**src/rtl/sid_reg_arbiter.sv**
```systemverilog
// sid_reg_arbiter: shares the SID register write port between two requesters.
// Each requester pushes {voice, addr, data} words through valid/ready into
// its own FIFO. A round-robin arbiter pops one word at a time and replays it
// onto the SID register bus with setup / strobe / hold timing.
//
// Optional build macro: SID_ARB_FILT_PRIO_EN
//   When defined, a FIFO whose head targets voice 3 (filter bank) wins over
//   one whose head does not, regardless of the round-robin pointer.
//
// Ports:
//   clk, rst                  clock, synchronous active-high reset
//   reqN_valid / reqN_ready   push handshake for requester N (ready = !full)
//   reqN_voice/addr/data      word fields for requester N
//   bus_voice/addr/data       SID register bus fields (change only on a pop)
//   bus_we                    SID write strobe
//   busy                      arbiter FSM not in IDLE
//   grant_id                  source requester of the word on the bus
//   lvl0, lvl1                FIFO occupancy, 0..FIFO_DEPTH
module sid_reg_arbiter #(
  parameter int unsigned FIFO_DEPTH = 4,
  parameter int unsigned SETUP_CYC  = 1,
  parameter int unsigned STROBE_CYC = 1,
  parameter int unsigned HOLD_CYC   = 1
) (
  input  logic                          clk,
  input  logic                          rst,
  input  logic                          req0_valid,
  output logic                          req0_ready,
  input  logic [1:0]                    req0_voice,
  input  logic [2:0]                    req0_addr,
  input  logic [7:0]                    req0_data,
  input  logic                          req1_valid,
  output logic                          req1_ready,
  input  logic [1:0]                    req1_voice,
  input  logic [2:0]                    req1_addr,
  input  logic [7:0]                    req1_data,
  output logic [1:0]                    bus_voice,
  output logic [2:0]                    bus_addr,
  output logic [7:0]                    bus_data,
  output logic                          bus_we,
  output logic                          busy,
  output logic                          grant_id,
  output logic [$clog2(FIFO_DEPTH):0]   lvl0,
  output logic [$clog2(FIFO_DEPTH):0]   lvl1
);

  localparam int unsigned AW      = $clog2(FIFO_DEPTH);
  localparam int unsigned LW      = AW + 1;
  localparam int unsigned MAX_SS  = (SETUP_CYC > STROBE_CYC) ? SETUP_CYC : STROBE_CYC;
  localparam int unsigned MAX_CYC = (MAX_SS > HOLD_CYC) ? MAX_SS : HOLD_CYC;
  localparam int unsigned CW      = (MAX_CYC > 1) ? $clog2(MAX_CYC) : 1;

  localparam logic [1:0] ST_IDLE   = 2'd0;
  localparam logic [1:0] ST_SETUP  = 2'd1;
  localparam logic [1:0] ST_STROBE = 2'd2;
  localparam logic [1:0] ST_HOLD   = 2'd3;

  typedef struct packed {
    logic [1:0] voice;
    logic [2:0] addr;
    logic [7:0] data;
  } sid_word_t;

  // FIFO storage and bookkeeping, index 0/1 = requester
  sid_word_t       mem [2][FIFO_DEPTH];
  logic [AW-1:0]   wr_ptr [2];
  logic [AW-1:0]   rd_ptr [2];
  logic [LW-1:0]   lvl [2];
  logic [LW-1:0]   lvl_nxt [2];
  logic [1:0]      ready_q;
  logic [1:0]      push;
  logic [1:0]      pop;
  sid_word_t       push_word [2];
  sid_word_t       head [2];
  logic            ne0;
  logic            ne1;

  // Arbiter / bus registers
  logic [1:0]      state;
  logic [1:0]      state_nxt;
  logic [CW-1:0]   cnt;
  logic [CW-1:0]   cnt_nxt;
  sid_word_t       bus_word;
  sid_word_t       word_nxt;
  logic            grant_nxt;
  logic            last_grant;
  logic            last_nxt;
  logic            we_nxt;
  logic            sel;

  // Input word packing, push qualification and FIFO heads
  always_comb begin
    push_word[0] = {req0_voice, req0_addr, req0_data};
    push_word[1] = {req1_voice, req1_addr, req1_data};
    push         = {req1_valid & ready_q[1], req0_valid & ready_q[0]};
    for (int i = 0; i < 2; i++) begin
      head[i]    = mem[i][rd_ptr[i]];
      lvl_nxt[i] = lvl[i] + LW'(push[i]) - LW'(pop[i]);
    end
  end

  assign ne0 = (lvl[0] != '0);
  assign ne1 = (lvl[1] != '0);

  // FIFO data array; contents need no reset since pointers are cleared
  always_ff @(posedge clk) begin
    for (int i = 0; i < 2; i++) begin
      if (!rst && push[i]) begin
        mem[i][wr_ptr[i]] <= push_word[i];
      end
    end
  end

  // FIFO pointers, levels and registered ready (= next level not full)
  always_ff @(posedge clk) begin
    if (rst) begin
      for (int i = 0; i < 2; i++) begin
        wr_ptr[i] <= '0;
        rd_ptr[i] <= '0;
        lvl[i]    <= '0;
      end
      ready_q <= 2'b11;
    end else begin
      for (int i = 0; i < 2; i++) begin
        if (push[i]) wr_ptr[i] <= wr_ptr[i] + AW'(1);
        if (pop[i])  rd_ptr[i] <= rd_ptr[i] + AW'(1);
        lvl[i]     <= lvl_nxt[i];
        ready_q[i] <= (lvl_nxt[i] != LW'(FIFO_DEPTH));
      end
    end
  end

  // Winner selection: round robin on a tie, optional filter-bank priority
  always_comb begin
    if (ne0 && ne1) sel = ~last_grant;
    else            sel = ne1;
`ifdef SID_ARB_FILT_PRIO_EN
    if (ne0 && ne1 && ((head[0].voice == 2'd3) != (head[1].voice == 2'd3))) begin
      sel = (head[1].voice == 2'd3);
    end
`endif
  end

  // State register plus registered bus outputs
  always_ff @(posedge clk) begin
    if (rst) begin
      state      <= ST_IDLE;
      cnt        <= '0;
      bus_word   <= '0;
      grant_id   <= 1'b0;
      last_grant <= 1'b1;
      bus_we     <= 1'b0;
      busy       <= 1'b0;
    end else begin
      state      <= state_nxt;
      cnt        <= cnt_nxt;
      bus_word   <= word_nxt;
      grant_id   <= grant_nxt;
      last_grant <= last_nxt;
      bus_we     <= we_nxt;
      busy       <= (state_nxt != ST_IDLE);
    end
  end

  // Next-state logic; cnt is reloaded with (cycles - 1) on every state entry
  always_comb begin
    state_nxt = state;
    cnt_nxt   = cnt;
    pop       = 2'b00;
    word_nxt  = bus_word;
    grant_nxt = grant_id;
    last_nxt  = last_grant;
    we_nxt    = 1'b0;
    case (state)
      ST_IDLE: begin
        if (ne0 || ne1) begin
          pop       = sel ? 2'b10 : 2'b01;
          word_nxt  = sel ? head[1] : head[0];
          grant_nxt = sel;
          last_nxt  = sel;
          state_nxt = ST_SETUP;
          cnt_nxt   = CW'(SETUP_CYC - 1);
        end
      end
      ST_SETUP: begin
        if (cnt == '0) begin
          state_nxt = ST_STROBE;
          cnt_nxt   = CW'(STROBE_CYC - 1);
          we_nxt    = 1'b1;
        end else begin
          cnt_nxt = cnt - CW'(1);
        end
      end
      ST_STROBE: begin
        if (cnt == '0) begin
          state_nxt = ST_HOLD;
          cnt_nxt   = CW'(HOLD_CYC - 1);
        end else begin
          cnt_nxt = cnt - CW'(1);
          we_nxt  = 1'b1;
        end
      end
      ST_HOLD: begin
        if (cnt == '0) state_nxt = ST_IDLE;
        else           cnt_nxt   = cnt - CW'(1);
      end
      default: state_nxt = ST_IDLE;
    endcase
  end

  assign bus_voice  = bus_word.voice;
  assign bus_addr   = bus_word.addr;
  assign bus_data   = bus_word.data;
  assign req0_ready = ready_q[0];
  assign req1_ready = ready_q[1];
  assign lvl0       = lvl[0];
  assign lvl1       = lvl[1];

endmodule

```
**config.mk**
```make
export PLATFORM = sky130hd
export DESIGN_NAME = sid_reg_arbiter
export DESIGN_NICKNAME = d
export VERILOG_FILES = /design/src/rtl/sid_reg_arbiter.sv
export SDC_FILE = /design/constraint.sdc
export NUM_CORES = 1
export LEC_CHECK = 0
export BUFFER_PORTS_ARGS = -buffer_cell sky130_fd_sc_hd__buf_2
export CAP_MARGIN = 20
export CORE_UTILIZATION = 40
export CTS_CLUSTER_DIAMETER = 50
export DETAILED_ROUTE_END_ITERATION = 10
export SYNTH_ARGS = -nofsm -noshare
export SYNTH_HDL_FRONTEND = slang
export SYNTH_SLANG_ARGS = --single-unit
```
**constraint.sdc**
```tcl
create_clock -name clk -period 3.33 [get_ports clk]
set_input_delay 0.1665 -clock clk [delete_from_list [all_inputs] [get_ports clk]]
set_output_delay 0.1665 -clock clk [all_outputs]
set_load 0.02 [all_outputs]
```
Word-level counts from Yosys, hierarchy flattened
Memories as Yosys holds them, arrays and structs flattened.
Index checks and enable logic that the tools add are counted.
- flip-flop bits (word level): 22
- RAM bits: 118
- output and inout bits: 24
- logic and storage cells: 112
- memories: 4
- memory list (memory ; depth ; width ; rd ports ; clocked after Yosys merged registers in ; write ports ; line ; RTL):
    mem ; 2 ; 52 ; 2 ; 0 ; 2 ; 65 ; sid_word_t mem [2][FIFO_DEPTH];
    lvl ; 2 ; 3 ; 2 ; 0 ; 2 ; 68 ; logic [LW-1:0] lvl [2];
    rd_ptr ; 2 ; 2 ; 2 ; 0 ; 2 ; 67 ; logic [AW-1:0] rd_ptr [2];
    wr_ptr ; 2 ; 2 ; 2 ; 0 ; 2 ; 66 ; logic [AW-1:0] wr_ptr [2];
- add/subtract/negate cells: 9
- $lt $le $gt $ge: 6
- equal/unequal tests: 6
- muxes and demuxes: 51
- bitwise logic cells: 13
- reductions and logical operators: 13
- operators by type and width (cell ; count):
    52-bit two-way mux ; 2
    13-bit two-way mux ; 7
    13-bit binary-select mux with 2-bit select ; 2
    13-bit demux with 2-bit select ; 2
    1-bit two-way mux ; 22
    2-bit two-way mux ; 11
    3-bit >= comparator (second input constant) ; 4
    2-bit inverter with 3-bit output ; 4
    2-bit by 1-bit adder with 2-bit output (second input constant) ; 4
    2-bit one-hot mux with 4 select lines ; 1
    3-bit by 1-bit adder with 3-bit output ; 2
    3-bit by 1-bit < comparator with 1-bit output (second input constant) ; 2
    3-bit two-way mux ; 2
    3-bit != test (second input constant) ; 2
    1-bit bitwise OR ; 6
    3-bit nonzero test ; 2
    3-bit by 1-bit subtractor with 3-bit output ; 2
    1-bit logical AND ; 5
    2-bit equality test (second input constant) ; 2
    1-bit one-hot mux with 2 select lines ; 2
    3-bit OR reduction ; 1
    1-bit bitwise AND ; 2
    2-bit by 1-bit equality test with 1-bit output (second input constant) ; 1
    2-bit logical NOT ; 1
    other kinds (7) ; 7

Depth between registers and ports, before layout
- depth in word-level cells: 10
- gate-level depth with buffers: 12
- mapped depth without buffers: 11

Worst setup path after synthesis
No wires, ideal clock.
- path type: register to register
- from: mem lvl[0][1] (netlist name)
- to: reg ready_q[1]
- arrival: 2.331 ns
- setup slack: 0.882 ns
- stages on the path, launching flop included: 11
- path buffers: 1
- period minus slack after synthesis: 2.448 ns
- cells stage by stage: dfxtp_1 > or3_4 > a211oi_4 > buf_6 > ha_1 > inv_1 > ha_1 > fa_1 > xnor2_1 > nor2_1 > nand2_1
- RTL lines (what ; line ; RTL):
    start, declared ; 68 ;
    end signal, assigned by index ; 128 ; ready_q[i] <= (lvl_nxt[i] != LW'(FIFO_DEPTH));
    end, declared ; 70 ; logic [1:0] ready_q;

==> impl_metrics.prom <==
# TYPE chip_impl_metric gauge
chip_impl_info{name="status",value="completed"} 1
chip_impl_metric{name="setup_total_neg_slack",unit="ns"} 0
chip_impl_info{name="reg2reg_from",value="lvl[0][1]"} 1
chip_impl_metric{name="critical_path.max_stage_delay",unit="ns"} 0.44
chip_impl_info{name="cts_root_buf",value="sky130_fd_sc_hd__clkbuf_16"} 1
chip_impl_metric{name="netlist_instances",unit=""} 295
chip_impl_metric{name="largest_net_degree_at_the_start_of_global_routing",unit=""} 35
chip_impl_metric{name="chipWidth",unit="um"} 118
chip_impl_metric{name="area_delta_synth_final",unit="%"} 24.1
chip_impl_metric{name="n_antenna_cell",unit=""} 0
chip_impl_metric{name="path_max_fanout",unit=""} 16
chip_impl_metric{name="first_global_vias",unit=""} 2969
chip_impl_metric{name="path_buf_inv",unit=""} 2
chip_impl_metric{name="cp.arrival",unit="ns"} 2.78
chip_impl_info{name="grt_setup_unrepaired",value="no"} 1
chip_impl_metric{name="finish.utilization",unit="%"} 50.7
chip_impl_metric{name="sequentialPowerShare",unit="%"} 39.7
chip_impl_metric{name="grt_pass1_wl",unit="um"} 16200
chip_impl_metric{name="timing_max_transition_violations_final",unit=""} 0
chip_impl_metric{name="fp.coreArea",unit="um2"} 13200
chip_impl_metric{name="drive_gt1_share",unit="%"} 30.0
chip_impl_metric{name="multi_input_comb_area",unit="um2"} 1370
chip_impl_info{name="critical_path.slowest_cell",value="sky130_fd_sc_hd__or3_4"} 1
chip_impl_metric{name="postSynth.asyncResetShare",unit="%"} 0
chip_impl_metric{name="clkTransAtPathRegs",unit="ns"} 0.06
chip_impl_info{name="worstSetupStartpoint",value="lvl[0][1]"} 1
chip_impl_info{name="hold_path_startpoint",value="req0_valid"} 1
chip_impl_metric{name="power.switching_fraction",unit="%"} 30.0
chip_impl_metric{name="drt-initial-drc-count",unit=""} 192
chip_impl_metric{name="routed_wirelength",unit="um"} 10200
chip_impl_metric{name="worst_hold_slack",unit="ns"} 0.213
chip_impl_metric{name="worst_pin_slew",unit="ns"} 0.841
chip_impl_metric{name="r2r_cells",unit=""} 9
chip_impl_metric{name="cp_num_cells",unit=""} 9
chip_impl_metric{name="max_slew_margin",unit="%"} 43.9
chip_impl_metric{name="pwr_density_cell",unit="nW/um2"} 861
chip_impl_metric{name="cap_violations",unit=""} 0
chip_impl_metric{name="cellInternalPower",unit="mW"} 4.05
chip_impl_metric{name="crit_required",unit="ns"} 3.63
chip_impl_metric{name="mappedNetlistNets",unit=""} 343
chip_impl_metric{name="clock-sinks",unit=""} 139
chip_impl_metric{name="seq_area_frac_synth",unit="%"} 72.1
chip_impl_metric{name="seq_area",unit="um2"} 3900
chip_impl_info{name="clock_tree_from_tritoncts",value="yes"} 1
chip_impl_metric{name="drt_pre_antenna_iters",unit=""} 5
chip_impl_metric{name="combPwrFrac",unit="%"} 26.8
chip_impl_metric{name="place_ws",unit="ns"} 0.860
chip_impl_metric{name="synth_area_per_cell",unit="um2"} 18.4
chip_impl_metric{name="ios",unit=""} 54
chip_impl_metric{name="postSynthRegisterBits",unit=""} 139
chip_impl_info{name="globalRoute.busiestLayer",value="met2"} 1
chip_impl_metric{name="dp_cells",unit=""} 515
chip_impl_metric{name="period_needed",unit="ns"} 2.48
chip_impl_info{name="worst-setup-path-type",value="reg -> reg"} 1
chip_impl_metric{name="design.die.area",unit="um2"} 14000
chip_impl_metric{name="drt_drc",unit=""} 0
chip_impl_metric{name="irDropWorstVdd",unit="uV"} 375
chip_impl_info{name="worstSetupStartpointType",value="flop"} 1
chip_impl_info{name="yosys-top-cells-area",value="sky130_fd_sc_hd__edfxtp_1 (62%), sky130_fd_sc_hd__mux4_2 (11%), sky130_fd_sc_hd__dfxtp_1 (10%)"} 1
chip_impl_metric{name="die_h",unit="um"} 118
chip_impl_metric{name="ys_types",unit=""} 28
chip_impl_metric{name="worstHoldPathCells",unit=""} 3
chip_impl_metric{name="worst_skew_pair.late_latency",unit="ns"} 0.42
chip_impl_info{name="critPathTopFamily",value="adder cells"} 1
chip_impl_metric{name="cts_hold_buffers",unit=""} 26
chip_impl_info{name="yosysMostFrequentCell",value="sky130_fd_sc_hd__edfxtp_1"} 1
chip_impl_metric{name="globalRoute.totalOverflow",unit=""} 0
chip_impl_metric{name="gpl.final_weighted_congestion",unit=""} 0.721
chip_impl_info{name="hold_path.class",value="in -> reg"} 1
chip_impl_info{name="path_common_cell",value="sky130_fd_sc_hd__ha_1"} 1
chip_impl_metric{name="netlist_area",unit="um2"} 5420
chip_impl_metric{name="synth_warnings",unit=""} 0
chip_impl_metric{name="met3_usage",unit="%"} 3.43
chip_impl_metric{name="power.clock.fraction",unit="%"} 33.6
chip_impl_metric{name="wirelength_per_cell",unit="um"} 17.9
chip_impl_metric{name="grt_use_met2",unit="%"} 25.9
chip_impl_metric{name="grt_usage",unit="%"} 16.2
chip_impl_metric{name="dpl-instance-area",unit="um2"} 5840
chip_impl_metric{name="portBuffers",unit=""} 53
chip_impl_info{name="crit_path_end_kind",value="flop"} 1
chip_impl_info{name="crit_chain",value="or3_4, a211oi_4, buf_4, ha_1, inv_1, ha_1, fa_1, nor2_1, nand2_1"} 1
chip_impl_metric{name="design_power_total",unit="mW"} 5.79
chip_impl_info{name="ys_dominant_reg_cell",value="sky130_fd_sc_hd__edfxtp_1"} 1
chip_impl_metric{name="clk_path_buf_depth",unit=""} 2
chip_impl_metric{name="final_nets",unit=""} 432
chip_impl_metric{name="gr-usage-met1",unit="%"} 20.2
chip_impl_metric{name="dr_total_vias",unit=""} 2843
chip_impl_metric{name="cts-buffers-inserted",unit=""} 17
chip_impl_metric{name="finalWorstSetupSlack",unit="ns"} 0.850
chip_impl_metric{name="antenna_found_initial",unit=""} 0
chip_impl_metric{name="power.switching",unit="mW"} 1.74
chip_impl_metric{name="cts_max_level",unit=""} 4
chip_impl_metric{name="synth-edff-count",unit=""} 112
chip_impl_metric{name="synth_top_area_share",unit="%"} 62.1
chip_impl_metric{name="final.period_utilization",unit="%"} 74.5
chip_impl_metric{name="timing.final.setup_violations",unit=""} 0
chip_impl_metric{name="initial_core_util",unit="%"} 40.9
chip_impl_metric{name="clock-skew-final",unit="ns"} 0.00455
chip_impl_metric{name="timing.final.hold_violations",unit=""} 0
chip_impl_metric{name="filler_cell_count",unit=""} 1115
chip_impl_metric{name="antenna_left",unit=""} 0
chip_impl_metric{name="final_cell_count_no_fill",unit=""} 573
chip_impl_metric{name="fmax",unit="GHz"} 0.403
chip_impl_info{name="yosys.area.top_type",value="sky130_fd_sc_hd__edfxtp_1"} 1
chip_impl_metric{name="placement_rows",unit=""} 42
chip_impl_metric{name="routed_via_density",unit=""} 4.96
chip_impl_metric{name="cts_setup_buffers",unit=""} 0
chip_impl_metric{name="design_area_final",unit="um2"} 6720
chip_impl_metric{name="post_cts.resized_instances",unit=""} 0
chip_impl_metric{name="dp_hpwl",unit="um"} 6680
chip_impl_metric{name="p_leak",unit="nW"} 2.45
chip_impl_info{name="synthTopCellsByCount",value="sky130_fd_sc_hd__edfxtp_1 (112), sky130_fd_sc_hd__dfxtp_1 (27), sky130_fd_sc_hd__mux4_2 (26)"} 1
## layout make-up
type                    instances  area share [%]
clock buffers                  20            6.80
clock inverters                12            2.38
inverters                      17           0.950
multi-input cells             127            20.3
flip-flops and latches        139            58.1
well taps                     176            3.28
repair buffers                 82            8.15
## kinds of logic (layout without fill, tap and decap cells)
family,count (synthesis),count (layout),synth area share [%]
AND/OR/NAND/NOR,56,56,5.18
flip-flops,139,139,72.1
multiplexers,26,26,10.8
AO/OA/AOI/OAI,21,21,3.86
XOR/XNOR,6,6,0.970
buffers and inverters,29,131,2.66
adder cells (fa/ha/maj),18,18,4.44
## flip-flops by register name (all words and copies together) (netlist names)
register    count
rd_ptr          4
busy            1
bus_data        8
last_grant      1
state           2
bus_voice       2
mem           104
ready_q         2
grant_id        1
lvl             6
bus_we          1
wr_ptr          4
bus_addr        3
## tightest hold or removal path, stage by stage
cell and delay (ns):
sky130_fd_sc_hd__buf_2 0.07, sky130_fd_sc_hd__nand2_1 0.12, sky130_fd_sc_hd__nand2b_1 0.14
## power groups by stage
stage / clock network (mW) / logic (mW) / registers (mW)
2_1_floorplan: 0 / 1.17 / 2.31
3_3_place_gp: 0 / 1.50 / 2.33
3_5_place_dp: 0 / 1.54 / 2.34
4_1_cts: 1.97 / 1.58 / 2.31
5_1_grt: 2.04 / 1.72 / 2.33
6_report: 1.94 / 1.55 / 2.30
## final timing paths
kind | to | slack [ns]
max | ready_q[1] | 0.85
min | wr_ptr[0][1] | 0.21
max reg2reg | ready_q[1] | 0.85
min reg2reg | grant_id | 0.53
## routing by layer
layer	routed length [um]	up-vias	part of all wire, %
met5	0	-	0
met4	241	0	2.4
met3	432	17	4.2
met2	5030	76	49
met1	4540	1422	44
li1	-	1328	-
## cell usage in the layout, fill, tap and decap left out, types with 11 or more instances in the layout
cell type and n:
sky130_fd_sc_hd__a222oi_1 13, sky130_fd_sc_hd__clkbuf_16 17, sky130_fd_sc_hd__dfxtp_1 27, sky130_fd_sc_hd__inv_1 17, sky130_fd_sc_hd__dlygate4sd3_1 26, sky130_fd_sc_hd__edfxtp_1 112, sky130_fd_sc_hd__ha_1 16, sky130_fd_sc_hd__buf_2 53
sky130_fd_sc_hd__mux4_2 26, sky130_fd_sc_hd__and2_1 11, sky130_fd_sc_hd__nor2_1 23
(Power assumes the default switching activity.)
